==> config.mk <==
export PLATFORM = sky130hd
export DESIGN_NAME = spi_ctrl
export DESIGN_NICKNAME = d
export VERILOG_FILES = /design/src/rtl/spi_ctrl.sv
export SDC_FILE = /design/constraint.sdc
export NUM_CORES = 1
export LEC_CHECK = 0
export ABC_AREA = 1
export ABC_CLOCK_PERIOD_IN_PS = 2450
export BUFFER_PORTS_ARGS = -buffer_cell sky130_fd_sc_hd__buf_2
export CORE_ASPECT_RATIO = 1.75
export CORE_MARGIN = 4
export CORE_UTILIZATION = 60
export CTS_CLUSTER_DIAMETER = 120
export CTS_CLUSTER_SIZE = 28
export DETAILED_ROUTE_END_ITERATION = 12
export GPL_TIMING_DRIVEN = 0
export PLACE_DENSITY = 0.84
export SLEW_MARGIN = 20
export SYNTH_ARGS = -nofsm -noshare
export SYNTH_HDL_FRONTEND = slang
export SYNTH_SLANG_ARGS = --single-unit
==> constraint.sdc <==
create_clock -name clk -period 2.45 [get_ports clk]
set_clock_uncertainty 0.1 [all_clocks]
set_input_delay 0.245 -clock clk [delete_from_list [all_inputs] [get_ports clk]]
set_output_delay 0.245 -clock clk [all_outputs]
set_load 0.03 [all_outputs]
==> src/rtl/spi_ctrl.sv <==
// spi_ctrl: serial master for a bit-serial memory (op bit x2, 8 address bits, 8 data bits for writes, LSB first).
// Optional wait-state watchdog: define SPI_CTRL_TIMEOUT_EN (limit set by parameter TIMEOUT).

module spi_ctrl #(
    parameter int TIMEOUT = 64
) (
    input  logic       clk,
    input  logic       rst,
    input  logic       newd,
    input  logic       wr,
    input  logic [7:0] addr,
    input  logic [7:0] din,
    input  logic       mosi,
    input  logic       ready,
    input  logic       op_done,
    output logic       cs,
    output logic       miso,
    output logic [7:0] dout,
    output logic       busy,
    output logic       done,
    output logic       err
);

    typedef enum logic [2:0] {
        ST_IDLE,
        ST_OP,
        ST_SEND,
        ST_WAIT_RDY,
        ST_RECV,
        ST_WAIT_DONE
    } state_t;

    state_t     state_q, state_d;
    logic [3:0] cnt_q, cnt_d;
    logic [3:0] cnt_inc;
    logic       wr_q, wr_d;
    logic [7:0] addr_q, addr_d;
    logic [7:0] din_q, din_d;
    logic [7:0] shift_q, shift_d;
    logic [7:0] dout_q, dout_d;
    logic       cs_q, cs_d;
    logic       miso_q, miso_d;
    logic       done_q, done_d;

    // Saturating increment: the counter parks at 15 rather than wrapping to 0.
    assign cnt_inc = (cnt_q == 4'hF) ? cnt_q : cnt_q + 4'd1;

`ifdef SPI_CTRL_TIMEOUT_EN
    localparam int WD_W = $clog2(TIMEOUT + 1);

    logic [WD_W-1:0] wd_q, wd_d;
    logic            err_q, err_d;
    logic            wd_expired;

    assign wd_expired = (wd_q == WD_W'(TIMEOUT - 1));
`endif

    always_comb begin
        // NOTE: every signal gets its default before the case so no path can infer a latch.
        state_d = state_q;
        cnt_d   = cnt_q;
        wr_d    = wr_q;
        addr_d  = addr_q;
        din_d   = din_q;
        shift_d = shift_q;
        dout_d  = dout_q;
        cs_d    = 1'b1;
        miso_d  = 1'b0;
        done_d  = 1'b0;
`ifdef SPI_CTRL_TIMEOUT_EN
        wd_d    = '0;
        err_d   = 1'b0;
`endif
        unique case (state_q)
            ST_IDLE: begin
                if (newd) begin
                    wr_d    = wr;
                    addr_d  = addr;
                    din_d   = din;
                    cs_d    = 1'b0;
                    miso_d  = wr;
                    state_d = ST_OP;
                end
            end
            ST_OP: begin
                cs_d    = 1'b0;
                miso_d  = wr_q;
                cnt_d   = 4'd0;
                state_d = ST_SEND;
            end
            ST_SEND: begin
                cs_d   = 1'b0;
                miso_d = cnt_q[3] ? din_q[cnt_q[2:0]] : addr_q[cnt_q[2:0]];
                cnt_d  = cnt_inc;
                // Leave on the edge that registers the last bit; cs rises one edge later.
                if (cnt_q == (wr_q ? 4'd15 : 4'd7)) begin
                    cnt_d   = 4'd0;
                    state_d = wr_q ? ST_WAIT_DONE : ST_WAIT_RDY;
                end
            end
            ST_WAIT_RDY: begin
                if (ready) begin
                    cnt_d   = 4'd0;
                    state_d = ST_RECV;
                end
`ifdef SPI_CTRL_TIMEOUT_EN
                else if (wd_expired) begin
                    err_d   = 1'b1;
                    state_d = ST_IDLE;
                end else begin
                    wd_d = wd_q + 1'b1;
                end
`endif
            end
            ST_RECV: begin
                shift_d = {mosi, shift_q[7:1]};
                cnt_d   = cnt_inc;
                if (cnt_q == 4'd7) begin
                    dout_d  = {mosi, shift_q[7:1]};
                    cnt_d   = 4'd0;
                    state_d = ST_WAIT_DONE;
                end
            end
            ST_WAIT_DONE: begin
                if (op_done) begin
                    done_d  = 1'b1;
                    state_d = ST_IDLE;
                end
`ifdef SPI_CTRL_TIMEOUT_EN
                else if (wd_expired) begin
                    err_d   = 1'b1;
                    state_d = ST_IDLE;
                end else begin
                    wd_d = wd_q + 1'b1;
                end
`endif
            end
            default: state_d = ST_IDLE;
        endcase
    end

    // NOTE: sequential state uses non-blocking assignments so all flops update together.
    always_ff @(posedge clk or negedge rst) begin
        if (!rst) begin
            state_q <= ST_IDLE;
            cnt_q   <= 4'd0;
            wr_q    <= 1'b0;
            addr_q  <= 8'd0;
            din_q   <= 8'd0;
            shift_q <= 8'd0;
            dout_q  <= 8'd0;
            cs_q    <= 1'b1;
            miso_q  <= 1'b0;
            done_q  <= 1'b0;
        end else begin
            state_q <= state_d;
            cnt_q   <= cnt_d;
            wr_q    <= wr_d;
            addr_q  <= addr_d;
            din_q   <= din_d;
            shift_q <= shift_d;
            dout_q  <= dout_d;
            cs_q    <= cs_d;
            miso_q  <= miso_d;
            done_q  <= done_d;
        end
    end

`ifdef SPI_CTRL_TIMEOUT_EN
    always_ff @(posedge clk or negedge rst) begin
        if (!rst) begin
            wd_q  <= '0;
            err_q <= 1'b0;
        end else begin
            wd_q  <= wd_d;
            err_q <= err_d;
        end
    end

    assign err = err_q;
`else
    logic unused_timeout;
    assign unused_timeout = (TIMEOUT > 0);
    assign err = 1'b0;
`endif

    assign cs   = cs_q;
    assign miso = miso_q;
    assign dout = dout_q;
    assign done = done_q;
    assign busy = (state_q != ST_IDLE);

endmodule

* After elaboration in Yosys (flattened, before gate mapping) *
Cells that the tools add are included.

storage, ports and cells
  output and inout port bits = 13
  logic and storage cells = 57
  input bits = 23
  register bits = 43

operators by class
  reduce and logical (&&, ||, !) cells = 8
  equality and inequality tests = 13
  $lt $le $gt $ge = 1
  mux-type cells = 24
  add/subtract/negate cells = 1

operators by type and width
  kind                                                        count
  2-to-1 mux 4 bit                                            5
  2-to-1 mux 3 bit                                            6
  one-hot mux 3 bit (6 select lines)                          1
  one-hot mux 4 bit (4 select lines)                          1
  != test 2 bit, second input constant                        5
  2-to-1 mux 1 bit                                            7
  binary-select mux 1 bit (select 3 bit)                      2
  equality test 3 x 2 -> 1 bit, second input constant         2
  equality test 3 bit, second input constant                  2
  AND reduction 2 bit                                         3
  AND reduction 5 bit                                         1
  adder 4 x 1 -> 4 bit, second input constant                 1
  equality test 4 x 3 -> 1 bit, second input constant         1
  equality test 4 bit                                         1
  equality test 4 bit, second input constant                  1
  less-than comparator 3 x 4 -> 1 bit, second input constant  1
  nonzero test 4 bit                                          1
  equality test 3 x 1 -> 1 bit, second input constant         1
  logical NOT 3 bit                                           1
  one-hot mux 1 bit (3 select lines)                          1
  nonzero test 3 bit                                          1
  one-hot mux 1 bit (2 select lines)                          1
  OR reduction 2 bit                                          1

* Depth between registers and ports, before layout *
  word-level depth = 4
  mapped depth = 9

* Least setup slack after synthesis *
OpenSTA, ideal clock, no wires.

  kind = reg2reg
  start = register cnt_q[0]
  end = register state_q[2]
  library setup time = 0.118 ns
  path slack = 0.998 ns
  data required time = 2.232 ns
  buffers on the path = 0
  cell stages (with the launch flop) = 9
  arrival time = 1.234 ns
  cells stage by stage = dfrtp_1 -> ha_1 -> nand2_1 -> nor2_2 -> nor2_1 -> a21oi_4 -> nand2_2 -> nand2_1 -> nand2_1

on the way
  cells in the longest elaborated chain, start to end = 3
  elaborated cells on any way between the ends = 5

ends and longest elaborated chain
  element                                                                     RTL line  text
  start: declaration                                                          34        logic [3:0] cnt_q, cnt_d;
  start signal: assignment                                                    157       cnt_q <= cnt_d;
  equality test 4 x 3 -> 1 bit / equality test 4 bit (equally long branches)  118, 96
  != test 2 bit (no line)                                                     -
  AND reduction 5 bit (no line) (*)                                           -
  end signal: assignment                                                      156       state_q <= state_d;
  end: declaration                                                            33        state_t state_q, state_d;

Mark *: on every way between the ends. The rest lies on a longest branch, timed or not.
A chain may end at the register's enable or synchronous reset.

* Worst setup path after layout *
  start = register cnt_q[0]
  end = register state_q[0]

Same word-level chain as after synthesis.

==> metrics.sh <==
STATUS='complete, but fails checks'
FAILING_CHECKS='negative hold slack'
YS_SEQ_AREA_FRAC=0.4944
DIE_H_UM=86.79
CTS.ROOT.BUFFER_CELL='clkbuf_8'
PLACE_INST=328
POSTSYNTHNETCOUNT=273
CP-END-KIND='register'
TIMING.FINAL.CRIT_SHARE=0.6942
FINALCRITICALPERIOD_NS=1.701
WORST-R2R-SETUP-SLACK_NS=0.75
NUMBER_OF_GLOBAL_ROUTE_VIAS_BEFORE_REPAIR=1783
DIODES=0
ROWS=28
SYNTH_COMPOUND_GATE_AREA_SHARE=0.1370
LEAK_nW=1.281
POST_SYNTH_MUX_AREA_SHARE=0.007055
SYNTH_XOR_AREA_FRAC=0.004115
ARRIVAL_TIME_OF_THE_WORST_SETUP_PATH_NS=1.79
GRT_PASS1_WL_UM=7389
GRT.OVERFLOW.TOTAL=0
SYNTH.DISTINCT_CELLS=33
FINAL_HPWL_FROM_DETAILED_PLACEMENT_UM=3204
POWER.SHARE.COMBINATIONAL=0.458
UNREPAIRED_SETUP_ENDPOINTS_AFTER_GLOBAL_ROUTING='no'
SEQ_POWER_SHARE=0.381
SYNTH_TOP_FAMILY_BY_AREA='simple AND/OR/NAND/NOR gates'
GRT_START_MAX_NET_PINS=43
ANT_NETS=0
POWER_SWITCHING_mW=1.225
TOTAL_NUMBER_OF_VIAS=1716
SYN2LAYOUT_AREA_GROWTH_PCT=14.87
IO-PIN-COUNT=36
POST_CTS_HOLD_BUFFER_COUNT=0
HOLD_PATH_CLASS='in -> async'
FLOORPLAN.DIE.WIDTH_UM=53.02
CTS_TREE='done'
MAXIMUM_FANOUT_ENCOUNTERED_ON_THE_CRITICAL_TIMING_PATH=6
INITIAL_CORE_UTILIZATION=0.6263
FINAL_CORE_UTILIZATION=0.7194
DESIGN.FINAL.NETS=314
CLOCK_POWER_SHARE=0.160
POWER_SWITCHING_SHARE=0.4322
PATH_CLK_SLEW_NS=0.09
SYNTH_SEQ_CELLS=42
FINISH.CELL_COUNT_WITHOUT_FILLERS=336
SIMPLE_GATE_FRACTION_OF_SYNTH_AREA=0.2493
TIMING.CRITICAL_PATH.REQUIRED_NS=2.54
POWER_REPORT.INTERNAL_TOTAL_mW=1.609
CLOCK_LATENCY_NS=0.30
FLOORPLAN.CORE_AREA_UM2=3398
FRACTION_OF_LAYOUT_INSTANCES_USING_A_DRIVE_STRENGTH_ABOVE_1=0.2921
POST_CTS_BUFFERS=0
GP_CONGESTION=0.8050
SYNTH_ADDER_AREA_SHARE=0.005879
CTS-BUFFERS-INSERTED=5
POWER.IR.VDD_WORST_mV=0.7756
POST_CTS_SIZING_COUNT=0
SUMMED_INSTANCE_AREA_OF_THE_SYNTHESIZED_NETLIST_UM2=2128
POWER.DENSITY_nW_PER_UM2=1159
FIN_SETUP_TNS_NS=0
AVGSYNTHCELLAREA_UM2=8.547
MAXCLOCKFREQUENCY_MHz=587.9
FINAL.HOLD.WORST_SLACK_NS=-0.02883
ROUTE.DETAILED.DRC=0
CTS_SINKS=42
PORT-BUFFER-COUNT=34
H_TREE_DEPTH=2
TIMING.SETUP.CRITICAL_PATH_CLASS='reg -> reg'
CRITICAL_PATH.STARTPOINT_TYPE='register'
FINAL_HOLD_VIOL_COUNT=41
GLOBALROUTETOTALUTIL=0.2213
DIEAREA_UM2=4601
DRT-PASS1-ITER-COUNT=4
CTS_MAX_PATH_BUFFERS=2
INITIAL_ANTENNA_VIOLATION_COUNT=0
MAXCAPVIOLCOUNT=0
DETAIL_ROUTE.ITER0.VIOLATIONS=31
FINAL_SETUP_VIOLS=0
SLEW_VIOLATIONS=0
SLEW-LIMIT-HEADROOM=0.3863
YOSYS_WARNINGS=0
SYNTHCELLS=249
TOTALWIRELENGTH_UM=4337
VIA_PER_INST=5.107
TIGHTESTPINTRANSITION_NS=0.9206
REG2REG_DEPTH=8
WL_PER_CELL_UM=12.91
[final cells by class]
cell class | count | area, um2
Buffer | 9 | 73.82
Fill cell | 293 | 953.4
Multi-Input combinational cell | 162 | 862.1
Sequential cell | 42 | 1052
Inverter | 36 | 140.1
Clock buffer | 5 | 68.82
Tap cell | 45 | 56.30
Clock inverter | 3 | 21.27
Timing Repair Buffer | 34 | 170.2
[path summary, 6_finish.rpt]
kind	from	endpoint
setup reg to reg	cnt_q[0]	state_q[0]
max in group asynchronous	rst	dout[5]
setup / recovery	cnt_q[0]	state_q[0]
hold reg to reg	addr_q[0]	addr_q[0]
hold / removal	rst	din_q[7]
min in group clk	addr[0]	addr_q[0]
[per-layer routing]
layer,up-vias,track usage,routed length [um]
li1,871,-,-
met1,792,0.2048,1583
met2,38,0.4106,2444
met3,15,0.05164,162
met4,0,0.1349,147
met5,-,0,0
[cell usage after synthesis (all sizes together)]
cell type | instances | area share
a21oi | 3 | 0.012
buf | 8 | 0.033
clkbuf | 1 | 0.0018
clkinv | 1 | 0.0018
conb | 1 | 0.0018
dfrtp | 41 | 0.48
dfstp | 1 | 0.012
ha | 1 | 0.0059
inv | 35 | 0.064
mux2 | 1 | 0.0071
nand2 | 78 | 0.15
nand3 | 22 | 0.052
nand4 | 1 | 0.0029
nor2 | 12 | 0.027
nor3 | 2 | 0.010
nor3b | 1 | 0.0035
o211ai | 2 | 0.0071
o21ai | 34 | 0.11
o21bai | 1 | 0.0035
o22ai | 2 | 0.0059
xor2 | 1 | 0.0041
[cells by family after synthesis]
family,Yosys count
simple gates,116
xor+xnor,1
buf+inv,45
fa+ha+maj,1
flops,42
compound gates,42
mux,1
other cells,1
[power groups by stage]
stage / registers, mW / logic, mW / clock network, mW
after floorplan: 1.11 / 0.985 / 0
after detailed placement: 1.09 / 1.29 / 0
after global routing: 1.11 / 1.46 / 0.498
after global placement: 1.08 / 1.25 / 0
final: 1.08 / 1.30 / 0.455
after CTS: 1.08 / 1.31 / 0.460
[critical path: stages, from the launching register on]
cell	delay, ns
dfrtp_1	0.39
ha_1	0.24
nand2_1	0.10
nor2_2	0.20
nor2_1	0.11
a21oi_4	0.23
nand2_2	0.10
nand2_1	0.07
nand2_1	0.05
[flip-flops by register name (all words and copies together) (netlist names), 3 cells and up]
name and cells:
state_q 3, din_q 8, shift_q 7, dout 8
cnt_q 4, addr_q 8
[cells in the final DEF, fill, tap and decap left out, types with 2 or more instances in the layout]
cell type,n
o22ai_1,2
nor2_1,9
nand2_1,72
inv_1,29
clkbuf_8,5
a21oi_1,2
o21ai_1,8
nand2_4,4
o21ai_2,16
buf_2,36
buf_4,2
buf_6,4
inv_2,4
nand3_1,22
o211ai_1,2
nand2_2,2
dfrtp_1,41
nor2_2,2
inv_4,2
o21ai_0,10
[per-stage QoR]
step | power [mW] | worst slack, ns | cell area (um2)
after CTS | 2.855 | 0.7667 | 2445
after detailed placement | 2.387 | 0.8043 | 2355
final | 2.834 | 0.7491 | 2445
after floorplan | 2.092 | 0.9980 | 2128
after global placement | 2.335 | 0.8513 | 2355
after global routing | 3.069 | 0.6468 | 2445
(Power assumes the default switching activity.)
